===== src/rtl/ap_pkg.sv =====
// ---------------------------------------------------------------------------
// ap_pkg
// Shared definitions for the associative-processor match resolver and the
// CAM array it reads from.
//   state_t            : resolver walk states (IDLE, SCAN, READ, DONE)
//   RowxRow .. COPY_A  : array input_mode encodings, shared with the array
// ---------------------------------------------------------------------------
package ap_pkg;

  typedef enum logic [1:0] {
    IDLE = 2'd0,
    SCAN = 2'd1,
    READ = 2'd2,
    DONE = 2'd3
  } state_t;

  localparam logic [2:0] RowxRow = 3'd1;
  localparam logic [2:0] ColxCol = 3'd2;
  localparam logic [2:0] COPY_B  = 3'd3;
  localparam logic [2:0] COPY_R  = 3'd4;
  localparam logic [2:0] COPY_A  = 3'd5;

endpackage


===== src/rtl/ap_match_resolver_if.sv =====
// ---------------------------------------------------------------------------
// ap_match_resolver_if
// Valid/ready beat port carrying one matched row: {row address, row data}.
//   valid : beat valid (master -> slave)
//   ready : slave accepts the beat (slave -> master)
//   data  : captured row data, DATA_WIDTH bits
//   addr  : row index of data, ADDR_WIDTH_CAM bits
// ---------------------------------------------------------------------------
interface ap_match_resolver_if #(
  parameter int DATA_WIDTH     = 8,
  parameter int ADDR_WIDTH_CAM = 8
);

  logic                      valid;
  logic                      ready;
  logic [DATA_WIDTH-1:0]     data;
  logic [ADDR_WIDTH_CAM-1:0] addr;

  modport master (output valid, output data, output addr, input ready);
  modport slave  (input valid, input data, input addr, output ready);

endinterface


===== src/rtl/ap_priority_encoder.sv =====
// ---------------------------------------------------------------------------
// ap_priority_encoder
// Combinational lowest-set-bit finder.
//   vec   : input flag vector, DATA_DEPTH bits
//   idx   : index of the lowest set bit (0 when vec == 0)
//   found : vec != 0
// ---------------------------------------------------------------------------
module ap_priority_encoder #(
  parameter int DATA_DEPTH     = 16,
  parameter int ADDR_WIDTH_CAM = 8
) (
  input  logic [DATA_DEPTH-1:0]     vec,
  output logic [ADDR_WIDTH_CAM-1:0] idx,
  output logic                      found
);

  // Scan from the top down so the last hit written is the lowest index.
  always_comb begin
    idx   = '0;
    found = 1'b0;
    for (int i = DATA_DEPTH - 1; i >= 0; i--) begin
      if (vec[i]) begin
        idx   = ADDR_WIDTH_CAM'(i);
        found = 1'b1;
      end
    end
  end

endmodule


===== src/rtl/ap_match_resolver.sv =====
// ---------------------------------------------------------------------------
// ap_match_resolver
// Multiple-response resolver behind the CAM compare output. On start it
// captures tag_row, reports popcount / any-match, then walks the matched rows
// lowest index first, reading each row from the array and streaming
// {row address, row data} on a valid/ready port.
//   clk, rstIn      : clock, synchronous active-low reset
//   start, abort    : walk request (IDLE only) / drop the walk
//   tag_row         : per-row match flags from the array
//   Q_out_row       : row data from the array for addr_output_Row
//   addr_output_Row : registered row address into the array
//   m               : beat output port (valid/ready/data/addr)
//   match_count     : popcount of the captured tag_row
//   any_match       : captured tag_row != 0
//   busy, done      : walk in progress / one-cycle completion pulse
// ---------------------------------------------------------------------------
module ap_match_resolver
  import ap_pkg::*;
#(
  parameter int DATA_WIDTH     = 8,
  parameter int DATA_DEPTH     = 16,
  parameter int ADDR_WIDTH_CAM = 8,
  parameter int CNT_W          = $clog2(DATA_DEPTH + 1)
) (
  input  logic                      clk,
  input  logic                      rstIn,
  input  logic                      start,
  input  logic                      abort,
  input  logic [DATA_DEPTH-1:0]     tag_row,
  input  logic [DATA_WIDTH-1:0]     Q_out_row,
  output logic [ADDR_WIDTH_CAM-1:0] addr_output_Row,
  ap_match_resolver_if.master       m,
  output logic [CNT_W-1:0]          match_count,
  output logic                      any_match,
  output logic                      busy,
  output logic                      done
);

  state_t                    state_reg, state_next;
  logic [DATA_DEPTH-1:0]     tag_reg, tag_next;
  logic [ADDR_WIDTH_CAM-1:0] addr_reg, addr_next;
  logic [ADDR_WIDTH_CAM-1:0] maddr_reg, maddr_next;
  logic [DATA_WIDTH-1:0]     data_reg, data_next;
  logic                      valid_reg, valid_next;
  logic [CNT_W-1:0]          count_reg, count_next;
  logic                      any_reg, any_next;

  logic [CNT_W-1:0]          pop_count;
  logic [ADDR_WIDTH_CAM-1:0] low_idx;
  logic                      low_found;
  logic [DATA_DEPTH-1:0]     clr_mask;
  logic [DATA_DEPTH-1:0]     tag_cleared;
  logic                      handshake;

  ap_priority_encoder #(
    .DATA_DEPTH     (DATA_DEPTH),
    .ADDR_WIDTH_CAM (ADDR_WIDTH_CAM)
  ) u_enc (
    .vec   (tag_reg),
    .idx   (low_idx),
    .found (low_found)
  );

  // One-hot of the row currently on the output port, used to retire it.
  for (genvar gi = 0; gi < DATA_DEPTH; gi++) begin : g_clr
    assign clr_mask[gi] = (maddr_reg == ADDR_WIDTH_CAM'(gi));
  end

  assign tag_cleared = tag_reg & ~clr_mask;
  assign handshake   = valid_reg & m.ready;

  always_comb begin
    pop_count = '0;
    for (int i = 0; i < DATA_DEPTH; i++) begin
      pop_count = pop_count + CNT_W'(tag_row[i]);
    end
  end

  always_comb begin
    state_next = state_reg;
    tag_next   = tag_reg;
    addr_next  = addr_reg;
    maddr_next = maddr_reg;
    data_next  = data_reg;
    valid_next = valid_reg;
    count_next = count_reg;
    any_next   = any_reg;

    unique case (state_reg)
      IDLE: begin
        if (start && !abort) begin
          tag_next   = tag_row;
          count_next = pop_count;
          any_next   = |tag_row;
          state_next = (|tag_row) ? SCAN : DONE;
        end
      end

      SCAN: begin
        if (abort) begin
          state_next = IDLE;
          tag_next   = '0;
        end else if (low_found) begin
          addr_next  = low_idx;
          maddr_next = low_idx;
          state_next = READ;
        end else begin
          // Unreachable in normal use; finish cleanly rather than stall.
          state_next = DONE;
        end
      end

      READ: begin
        if (abort) begin
          // A concurrent handshake is still an accepted beat; the walk
          // simply ends here, so clearing every remaining bit covers both.
          state_next = IDLE;
          valid_next = 1'b0;
          tag_next   = '0;
        end else if (!valid_reg) begin
          // Entry cycle: the address was registered in SCAN, so Q is stable.
          data_next  = Q_out_row;
          valid_next = 1'b1;
        end else if (handshake) begin
          tag_next   = tag_cleared;
          valid_next = 1'b0;
          state_next = (|tag_cleared) ? SCAN : DONE;
        end
      end

      DONE: begin
        state_next = IDLE;
      end

      default: begin
        state_next = IDLE;
      end
    endcase
  end

  always_ff @(posedge clk) begin
    if (!rstIn) begin
      state_reg <= IDLE;
      tag_reg   <= '0;
      addr_reg  <= '0;
      maddr_reg <= '0;
      data_reg  <= '0;
      valid_reg <= 1'b0;
      count_reg <= '0;
      any_reg   <= 1'b0;
    end else begin
      state_reg <= state_next;
      tag_reg   <= tag_next;
      addr_reg  <= addr_next;
      maddr_reg <= maddr_next;
      data_reg  <= data_next;
      valid_reg <= valid_next;
      count_reg <= count_next;
      any_reg   <= any_next;
    end
  end

  assign addr_output_Row = addr_reg;
  assign m.valid         = valid_reg;
  assign m.data          = data_reg;
  assign m.addr          = maddr_reg;
  assign match_count     = count_reg;
  assign any_match       = any_reg;
  assign busy            = (state_reg != IDLE);
  assign done            = (state_reg == DONE);

endmodule


===== src/flat_wrapper.sv =====
// flat-port wrapper written by rule: the top's interface ports become plain ports
module ap_match_resolver_flat import ap_pkg::*;
#(
  parameter int DATA_WIDTH     = 8,
  parameter int DATA_DEPTH     = 16,
  parameter int ADDR_WIDTH_CAM = 8,
  parameter int CNT_W          = $clog2(DATA_DEPTH + 1)
)
  (clk, rstIn, start, abort, tag_row, Q_out_row, addr_output_Row, match_count, any_match, busy, done, m_valid, m_data, m_addr, m_ready);
  ap_match_resolver_if #(.DATA_WIDTH(DATA_WIDTH), .ADDR_WIDTH_CAM(ADDR_WIDTH_CAM)) m_i ();
  input  logic clk;
  input  logic rstIn;
  input  logic start;
  input  logic abort;
  input  logic [DATA_DEPTH-1:0] tag_row;
  input  logic [DATA_WIDTH-1:0] Q_out_row;
  output logic [ADDR_WIDTH_CAM-1:0] addr_output_Row;
  output logic [CNT_W-1:0] match_count;
  output logic any_match;
  output logic busy;
  output logic done;
  output wire logic [$bits(m_i.valid)-1:0] m_valid;
  output wire logic [$bits(m_i.data)-1:0] m_data;
  output wire logic [$bits(m_i.addr)-1:0] m_addr;
  input wire logic [$bits(m_i.ready)-1:0] m_ready;
  assign m_valid = m_i.valid;
  assign m_data = m_i.data;
  assign m_addr = m_i.addr;
  assign m_i.ready = m_ready;
  ap_match_resolver #(.DATA_WIDTH(DATA_WIDTH), .DATA_DEPTH(DATA_DEPTH), .ADDR_WIDTH_CAM(ADDR_WIDTH_CAM), .CNT_W(CNT_W)) u_core (.clk(clk), .rstIn(rstIn), .start(start), .abort(abort), .tag_row(tag_row), .Q_out_row(Q_out_row), .addr_output_Row(addr_output_Row), .m(m_i), .match_count(match_count), .any_match(any_match), .busy(busy), .done(done));
endmodule

===== config.mk =====
export PLATFORM = sky130hd
export DESIGN_NAME = ap_match_resolver_flat
export DESIGN_NICKNAME = d
export VERILOG_FILES = /design/src/rtl/ap_pkg.sv /design/src/rtl/ap_match_resolver_if.sv /design/src/rtl/ap_priority_encoder.sv /design/src/rtl/ap_match_resolver.sv /design/src/flat_wrapper.sv
export SDC_FILE = /design/constraint.sdc
export NUM_CORES = 1
export LEC_CHECK = 0
export CAP_MARGIN = 10
export CORE_ASPECT_RATIO = 1.75
export CORE_MARGIN = 8
export CORE_UTILIZATION = 54
export CTS_CLUSTER_DIAMETER = 80
export CTS_CLUSTER_SIZE = 28
export DETAILED_ROUTE_END_ITERATION = 16
export HOLD_SLACK_MARGIN = 0.1
export PLACE_DENSITY = 0.95
export SLEW_MARGIN = 40
export SYNTH_ARGS = -nofsm -noshare
export SYNTH_HDL_FRONTEND = slang
export SYNTH_SLANG_ARGS = --single-unit

===== constraint.sdc =====
create_clock -name clk -period 8.7 [get_ports clk]
set_input_delay 2.61 -clock clk [delete_from_list [all_inputs] [get_ports clk]]
set_output_delay 2.61 -clock clk [all_outputs]
set_load 0.01 [all_outputs]

After elaboration in Yosys (flattened, before gate mapping)
Cells that the tools add are included.
W data, S select, Z words.
- register bits after elaboration: 41
- word-level logic and storage cells: 112
- add/sub/neg operators: 15
- eq/ne operators: 22
- mux-type cells: 50
- bitwise operators: 5
- reductions and logical operators: 13
- operators with widths (operator ; count):
    $mux W8 ; 15
    $mux W16 ; 5
    $add A5 B1 Y5 ; 14
    $eq A8 B4 Y1 const B ; 8
    $pmux W16 S3 ; 1
    $eq A8 B3 Y1 const B ; 4
    $reduce_or A16 Y1 ; 2
    $mux W1 ; 20
    $and A16 B16 Y16 ; 1
    $eq A8 B2 Y1 const B ; 2
    $not A16 Y16 ; 1
    $mux W2 ; 7
    $reduce_and A3 Y1 ; 3
    $eq A8 B1 Y1 const B ; 1
    $logic_not A8 Y1 ; 1
    $pmux W2 S4 ; 1
    $ne A3 B2 Y1 const B ; 2
    $reduce_and A5 Y1 ; 1
    $eq A2 B2 Y1 const B ; 2
    $mux W4 ; 1
    $reduce_bool A3 Y1 ; 1
    $add A1 B1 Y2 ; 1
    $eq A2 B1 Y1 const B ; 1
    $logic_not A2 Y1 ; 1
    other kinds (8) ; 9

Logic depth before layout (Yosys ltp)
Gate-level depths: netlist (run 1).
- depth after elaboration: 19
- gate-level depth with buffers: 16
- depth with buffers taken out: 16

Hierarchy
A second synthesis (run 1) with hierarchy kept.
- cells, all modules: 350
- area, all modules: 2815.2 µm²
- modules (own cells, without submodules) (module ; instances ; cells each ; area each (µm²)):
    ap_match_resolver ; 1 ; 312 ; 2602.5
    ap_priority_encoder ; 1 ; 38 ; 212.7

Worst setup path after synthesis (run 1)
OpenSTA, ideal clock, no wires.
- kind: in2reg
- start: input tag_row[0]
- end: register u_core.count_reg[3] (netlist: u_core.match_count[3])
- library setup time: 115 ps
- arrival: 5915 ps
- required time: 8585 ps
- setup slack: 2670 ps
- stages on the path: 14
- path through: inv_1 ha_1 inv_1 fa_1 fa_1 fa_1 fa_1 inv_1 fa_1 a21o_1 a21oi_1 xor2_1 o21ai_0 and2_1
- longest elaborated chain between the ends: 15
- ends and longest elaborated chain (what ; RTL line ; text):
    start, declared ; flat_wrapper.sv:15 ; input logic [DATA_DEPTH-1:0] tag_row;
    $add A1 B1 Y2 ; ap_match_resolver.sv:75 ; pop_count = pop_count + CNT_W'(tag_row[i]);
    $add A5 B1 Y5 (14 in series) ; ap_match_resolver.sv:75 ;
    end signal, assigned ; ap_match_resolver.sv:158 ; count_reg <= count_next;
    end, declared ; ap_match_resolver.sv:45 ; logic [CNT_W-1:0] count_reg, count_next;
No other way between the ends.
A chain may end at the register's enable or synchronous reset.

Worst setup path in the final report (run 1)
- start: input tag_row[1]
- end: register u_core.count_reg[4] (netlist: u_core.match_count[4])
The elaborated chain is that of the path after synthesis.

==> metrics.log, run 1 <==
INFO  metric h-tree-depth = 2
INFO  metric drtIter0Drc = 155
INFO  metric wire_per_inst = 16.6 um
INFO  metric first_global_vias = 2536
INFO  metric final-max-slew-violation-count = 0
INFO  metric drc = 0
INFO  metric yosys_most_used_dff = dfxtp_1
INFO  metric number_of_enable_type_register_cells_in_the_synthesized_netlist = 0
INFO  metric count_of_hold_buffers_inserted_by_post_cts_repair = 0
INFO  metric antenna_left = 0
INFO  metric initial_utilization = 56.1%
INFO  metric run_status = finished, final reports clean
INFO  metric final_global_route_overflow_total = 0
INFO  metric tritoncts = done
INFO  metric fp.dieH = between 100 and 150 um
INFO  metric layout-area-overhead-vs-synth = 21.4%
INFO  metric post-route-cell-area = 3200 um^2
INFO  metric synth_seq_area_share = 28.1%
INFO  metric post_synth_main_area_contributors = dfxtp_1 28%, fa_1 7.6%, ha_1 5.7%
INFO  metric synth_area_per_cell = 8.20 um^2
INFO  metric syn_area = between 2000 and 3000 um^2
INFO  metric grt_max_degree = 40
INFO  metric worst_setup_path_start_kind = input port
INFO  metric maxSlewHeadroom = between 50% and 60%
INFO  metric critical_path_class = in2reg
INFO  metric totalWireLength = 6910 um
INFO  metric diodes = 0
INFO  metric nets = 415
INFO  metric cts.reportedPaths.clkPinSlew = about 70 ps
INFO  metric share_of_the_synthesized_area_in_the_top_cell_type = 28.1%
INFO  metric worstMarginPinSlew = 647 ps
INFO  metric clockBufferDepth = 2
INFO  metric cts_root_buf = clkbuf_8
INFO  metric peakVddDrop = 0.166 mV
INFO  metric die_area = roughly 7500 um^2
INFO  metric finalSetupTns = 0 ps
INFO  metric path_max_fanout = 3
INFO  metric async_flop_share = 0%
INFO  metric netlist-cell-type-count = 49
INFO  metric fraction_of_layout_instances_using_a_drive_strength_above_1 = between 4 and 5%
INFO  metric dr_total_vias = 2480
INFO  metric timing.final.hold_violations = 0
INFO  metric postcts_resize_cnt = 0
INFO  metric drt-vias-per-instance = 5.95
INFO  metric drtPass1Iterations = 6
INFO  metric post_synth_inst_count = 322
INFO  metric layout.core_utilization = 68.1%
INFO  metric final.period_utilization = 73.8%
INFO  metric ys.warnings.count = 0
INFO  metric timing.final.setup_violations = 0
INFO  metric number_of_flip_flops_in_the_largest_register = 16
INFO  metric io_pins = 62
INFO  metric dpl_cell_area = 3090 um^2
INFO  metric yosysTopAreaCell = dfxtp_1
INFO  metric post-route-min-period = 6420 ps
INFO  metric critPathRequiredTime = about 8900 ps
INFO  metric skew = 6.97 ps
INFO  metric fmax = between 150 and 200 MHz
INFO  metric total_of_flip_flops_plus_latches_after_synthesis = 37
INFO  metric grt_setup_unrepaired = no
INFO  metric cts.sink_count = 37
INFO  metric tritoncts.num_buffers = 5
INFO  metric post_cts.repair.setup_buffers = 0
INFO  metric port_buffers = 53
INFO  metric static-leakage-power = ~1.3 nW
INFO  metric clock_latency = just under 300 ps
INFO  metric final.fill_count = 396
INFO  metric power.density_cell_area = 291 nW/um^2
INFO  metric finalWeightedCongestion = 0.936
INFO  metric grt_pass1_wl = ~11000 um
INFO  metric placement_rows = 33
INFO  metric die-width = 68.9 um
INFO  metric grt_usage = about a fifth
INFO  metric place.detailed.hpwl = approximately 5400 um
INFO  metric worstHoldPathType = reg2reg
INFO  metric design.core.area = 4710 um^2
INFO  metric cp.arrival = 6610 ps
INFO  metric end_kind = register
INFO  metric grt_antenna_before_repair = 0
INFO  metric max_cap_viol_count = 0
-- layout by cell type (no fill, tap or decap), types with 2 or more instances in the layout --
cell              n
nor3_1            3
and2_1            4
nor4_1            4
o31ai_1           3
ha_1             12
and3_1            2
nor4b_1           2
xor2_1            2
nor2b_1          17
nand3_1           2
clkdlybuf4s50_1  52
fa_1             10
a21boi_1         13
o22ai_1           6
clkbuf_8          6
a211oi_1          2
conb_1            8
nand2_1          26
o32ai_1           2
nor3b_1           3
mux2i_1          10
o21ai_0          14
a2bb2oi_1         2
nor4_2            2
a31oi_1           6
nor2_1           23
a21oi_1          17
nor2b_2           3
nand2b_1          5
inv_1            35
dfxtp_1          37
nand4_1           4
o21ai_1          11
-- layer usage --
layer,part of all wire [%],vias up,global-route usage [%]
met5,0,-,0
met4,3.9,0,11.1
met3,8.2,28,4.66
met2,54,125,34.5
met1,34,1160,18.3
li1,-,1167,-
-- per-stage QoR --
step	worst slack, ps	cells	power [W]	hold WS [ps]
final	2280	417	0.000933	515
after global routing	2080	417	0.00101	543
after detailed placement	1970	409	0.000776	503
after floorplan	2670	329	0.000650	474
after CTS	2280	417	0.000930	520
after global placement	2070	409	0.000753	495
-- Yosys cell counts (2+ instances only) --
cell,number
nor3_1,3
ha_1,12
dfxtp_1,37
nand2b_1,5
o31ai_1,3
nor2b_2,2
buf_4,13
o32ai_1,2
mux2i_1,10
inv_1,35
o21ai_1,11
nor4_1,4
nor3b_1,3
o22ai_1,6
a211oi_1,2
nand4_1,4
nor4_2,2
a31oi_1,6
buf_6,3
fa_1,10
a21oi_1,17
xor2_1,2
nor2_1,23
a2bb2oi_1,2
nor4b_1,2
clkbuf_1,4
nand2_1,26
a21boi_1,13
o21ai_0,14
and2_1,4
and3_1,2
buf_2,5
nor2b_1,18
nand3_1,2
-- layout make-up --
| type | count | area (um^2) | area share (%) |
|---|---|---|---|
| Tap cell | 52 | 65.1 | 2.03 |
| Multi-Input combinational cell | 232 | 1630 | 50.7 |
| Timing Repair Buffer | 53 | 526 | 16.4 |
| Inverter | 35 | 131 | 4.10 |
| Clock inverter | 1 | 30.0 | 0.937 |
| Sequential cell | 37 | 741 | 23.1 |
| Clock buffer | 7 | 86.3 | 2.69 |
-- final timing paths --
path / cells after the start / start / slack, ps / to
setup / recovery: 16 / tag_row[1] / 2280 / u_core.match_count[4]$_SDFFE_PN0P_
hold / removal: 2 / u_core.m.data[2]$_SDFFE_PN0P_ / 520 / u_core.m.data[2]$_SDFFE_PN0P_
setup reg to reg: 6 / u_core.addr_output_Row[3]$_SDFFE_PN0P_ / 6580 / u_core.state_reg[1]$_SDFFE_PN0P_
hold reg to reg: 2 / u_core.m.data[2]$_SDFFE_PN0P_ / 520 / u_core.m.data[2]$_SDFFE_PN0P_
-- critical path: stages --
cell	delay, ps
clkdlybuf4s50_1	520
inv_1	70
ha_1	270
inv_1	50
fa_1	470
fa_1	550
fa_1	430
fa_1	490
inv_1	50
fa_1	380
inv_1	90
fa_1	220
nor2b_1	60
o21ai_0	120
o21ai_0	80
and2_1	170
-- logic make-up after synthesis --
logic type                 count (synthesis)  synth area share, %
xor gates and xnor gates                   2                0.664
buffers and inverters                     60                 11.5
AOI/OAI and AO/OA                         85                 20.9
and+or+nand+nor                          105                 21.7
muxes                                     10                 3.79
DFF                                       37                 28.1
adders and majority gates                 22                 13.3
other                                      1                0.142
-- report_power, final --
part	internal [W]	switching (W)
clock	0.0000935	0.0000604
combinational	0.000221	0.000272
sequential	0.000216	0.0000704
total	0.000530	0.000402
Note: power is estimated with default switching activity, not from simulation.
==> run 2: changes to the inputs <==
- CORE_UTILIZATION: 54 -> 50
- PLACE_DENSITY: 0.95 -> 0.9
- clock period: 8.7 -> 6.27 ns (I/O delays scaled with it)
==> run 2 against run 1 <==
  * Cell area down 0.31%
  * Sequential share of layout area up 0.072 points
  * Worst hold slack better by 5.9 ps
  * Critical path depth down 1
  * Combinational power up 37%
  * Cell count up 0.72%
  * Clock skew up 5.1 ps
  * Largest power group unchanged
  * Highest routed layer unchanged
==> metrics.log, run 2 (synthesis gave the netlist of run 1 again) <==
INFO  metric end_kind = register
INFO  metric worstHoldPathType = reg2reg
INFO  metric power.density_cell_area = 389 nW/um^2 (+34%)
INFO  metric run_status = finished, final reports clean
INFO  metric crit_top_cell = fa_1
INFO  metric finalWeightedCongestion = 0.967 (+3.2%)
INFO  metric critical_path_class = in2reg
INFO  metric power_switching_share = 44.2% (+1.0 points)
INFO  metric reg2reg_slack = 4180 ps (-2400 ps)
INFO  metric count_of_hold_buffers_inserted_by_post_cts_repair = 0 (unchanged)
INFO  metric cp.arrival = 5880 ps (-730 ps)
INFO  metric drc = 0 (unchanged)
INFO  metric final-max-slew-violation-count = 0 (unchanged)
INFO  metric die_area = 7950 um^2 (+6.5%)
INFO  metric tritoncts.num_buffers = 5 (unchanged)
INFO  metric max_cap_viol_count = 0 (unchanged)
INFO  metric r2r_end = u_core.tag_reg[5]$_SDFFE_PN0P_
INFO  metric drt-vias-per-instance = 5.80 (-2.5%)
INFO  metric path_max_fanout = 3 (unchanged)
INFO  metric most-common-layout-cells = 53 x clkdlybuf4s50_1, 37 x dfxtp_1, 35 x inv_1
INFO  metric power_report.internal_total = 0.000693 W (+31%)
INFO  metric cts.reportedPaths.clkPinSlew = 80 ps (about the same)
INFO  metric drtPass1Iterations = 5 (-1)
INFO  metric clock_power_share = 13.7% (-2.8 points)
INFO  metric power_frac_comb = 54.3% (+1.5 points)
INFO  metric wire_per_inst = 15.5 um (-6.3%)
INFO  metric post_cts.repair.setup_buffers = 0 (unchanged)
INFO  metric worst_setup_path_start_kind = input port
INFO  metric timing.final.setup_violations = 0 (unchanged)
INFO  metric cp-endpoint = u_core.match_count[3]$_SDFFE_PN0P_
INFO  metric skew = 12.1 ps (+5.14 ps)
INFO  metric dr_total_vias = 2436 (-1.8%)
INFO  metric totalWireLength = 6530 um (-5.6%)
INFO  metric first_global_vias = 2440 (-3.8%)
INFO  metric critPathRequiredTime = 6470 ps (-2420 ps)
INFO  metric tritoncts = done
INFO  metric grt_setup_unrepaired = no
INFO  metric nets = 416 (+0.24%)
INFO  metric pwr-share-seq = 31.9% (+1.2 points)
INFO  metric grt_antenna_before_repair = 0 (unchanged)
INFO  metric rr_startpoint = u_core.state_reg[0]$_SDFFE_PN0P_
INFO  metric maxSlewHeadroom = 56.0% (-0.78 points)
INFO  metric fp.dieH = 112 um (+3.3%)
INFO  metric cts.sink_count = 37 (unchanged)
INFO  metric timing.critical_path.buf_inv = 4 (-1)
INFO  metric number_of_flip_flops_in_the_largest_register = 16 (unchanged)
INFO  metric critical_path_cell_by_cell = clkdlybuf4s50_1 -> inv_1 -> ha_1 -> inv_1 -> fa_1 -> fa_1 -> fa_1 -> fa_1 -> inv_1 -> ha_1 -> a21o_1 -> a21oi_1 -> xor2_1 -> o21ai_0 -> and2_1
INFO  metric final_global_route_overflow_total = 0 (unchanged)
INFO  metric commonest_non_fill_non_tap_cell_in_the_layout = clkdlybuf4s50_1
INFO  metric diodes = 0 (unchanged)
INFO  metric cts_root_buf = clkbuf_8
INFO  metric antenna_left = 0 (unchanged)
INFO  metric power_switching = 0.000549 W (+36%)
INFO  metric static-leakage-power = 1.28 nW (-0.80%)
INFO  metric timing.final.hold_violations = 0 (unchanged)
INFO  metric worst-r2r-cell-count = 8 (+2)
INFO  metric critical_path.top_delay_family = adder cells
INFO  metric worstMarginPinSlew = 659 ps (+11.7 ps)
INFO  metric post-route-min-period = between 5000 and 6000 ps
INFO  metric fmax = between 150 and 200 MHz
INFO  metric peakVddDrop = 0.188 mV (+13%)
INFO  metric h-tree-depth = 2 (unchanged)
INFO  metric die-width = 70.9 um (+3.0%)
INFO  metric layout-area-overhead-vs-synth = 21.0%
INFO  metric critical-path-slowest-cell = fa_1
INFO  metric initial_utilization = 51.1% (-5.0 points)
INFO  metric largest_stage_delay_worst_path = 600 ps (+50 ps)
INFO  metric grt_pass1_wl = 11100 um (-1.5%)
INFO  metric grt_max_degree = 40 (unchanged)
INFO  metric clockBufferDepth = 2 (unchanged)
INFO  metric finalSetupTns = 0 ps (unchanged)
INFO  metric drtIter0Drc = 181 (+17%)
INFO  metric place.detailed.hpwl = 5260 um (-2.4%)
INFO  metric postcts_resize_cnt = 0 (unchanged)
INFO  metric fraction_of_layout_instances_using_a_drive_strength_above_1 = 4.93% (unchanged)
INFO  metric timing.critical_path.from = tag_row[1]
INFO  metric cp_num_cells = 15 (-1)
INFO  metric post-layout-total-power = 0.00124 W (+33%)
INFO  metric design.core.area = 5170 um^2 (+9.8%)
INFO  metric io_pins = 62 (unchanged)
INFO  metric final.period_utilization = 90.6%
INFO  metric worstHoldPathCells = 2 (unchanged)
INFO  metric hold_path.startpoint = u_core.m.data[7]$_SDFFE_PN0P_
INFO  metric port_buffers = 53 (unchanged)
INFO  metric clock_latency = 290 ps (about the same)
INFO  metric placement_rows = 35 (+6.1%)
INFO  metric grt_usage = 17.2% (-1.9 points)
==> run 2: final cells by class <==
cell class,instances,area [um^2]
inverter,35,131
clock inverter,1,7.51
timing repair buffer,54,538
multi-input combinational,232,1630
fill,450,1970
tap,55,68.8
clock buffer,6,82.6
sequential,37,741
==> run 2: worst min path at each step <==
stage               slack [ps]                                  to
floorplan                  470      u_core.tag_reg[9]$_SDFFE_PN0P_
global route               550  u_core.match_count[0]$_SDFFE_PN0P_
global placement           490       u_core.m.data[0]$_SDFFE_PN0P_
detailed placement         510  u_core.match_count[0]$_SDFFE_PN0P_
CTS                        530     u_core.tag_reg[11]$_SDFFE_PN0P_
finish                     520       u_core.m.data[7]$_SDFFE_PN0P_
==> run 2: metrics by stage <==
step	instance area [um^2]	hold WS, ps	utilization (%)	std cells	setup WS (ps)
floorplan	2670	474	-	329	969
global placement	3100	495	60.0	413	364
detailed placement	3100	510	60.0	413	257
CTS	3190	527	61.8	420	565
global route	3190	549	61.8	420	381
finish	3190	521	61.8	420	588
==> run 2: worst register-to-register path, cell delays in order (launching register included) <==
cell and delay (ps):
dfxtp_1 410, inv_1 100, ha_1 220, nor2b_2 210
a22oi_4 320, nand2_4 200, nor2_4 280, nand2_1 120
a21boi_1 160
==> run 2: power groups by stage <==
stage | combinational [W] | clock, W | sequential (W)
after floorplan | 0.000532 | 0 | 0.000370
after CTS | 0.000678 | 0.000172 | 0.000393
final | 0.000675 | 0.000171 | 0.000397
after global routing | 0.000763 | 0.000182 | 0.000405
after global placement | 0.000652 | 0 | 0.000393
after detailed placement | 0.000675 | 0 | 0.000399
==> run 2: layer usage <==
metal	global-route usage [%]	part of all wire, %	vias up
met3	4.38	6.4	19
met5	0	0	-
met1	16.5	36	1156
li1	-	-	1164
met2	30.8	53	97
met4	11.7	4.3	0
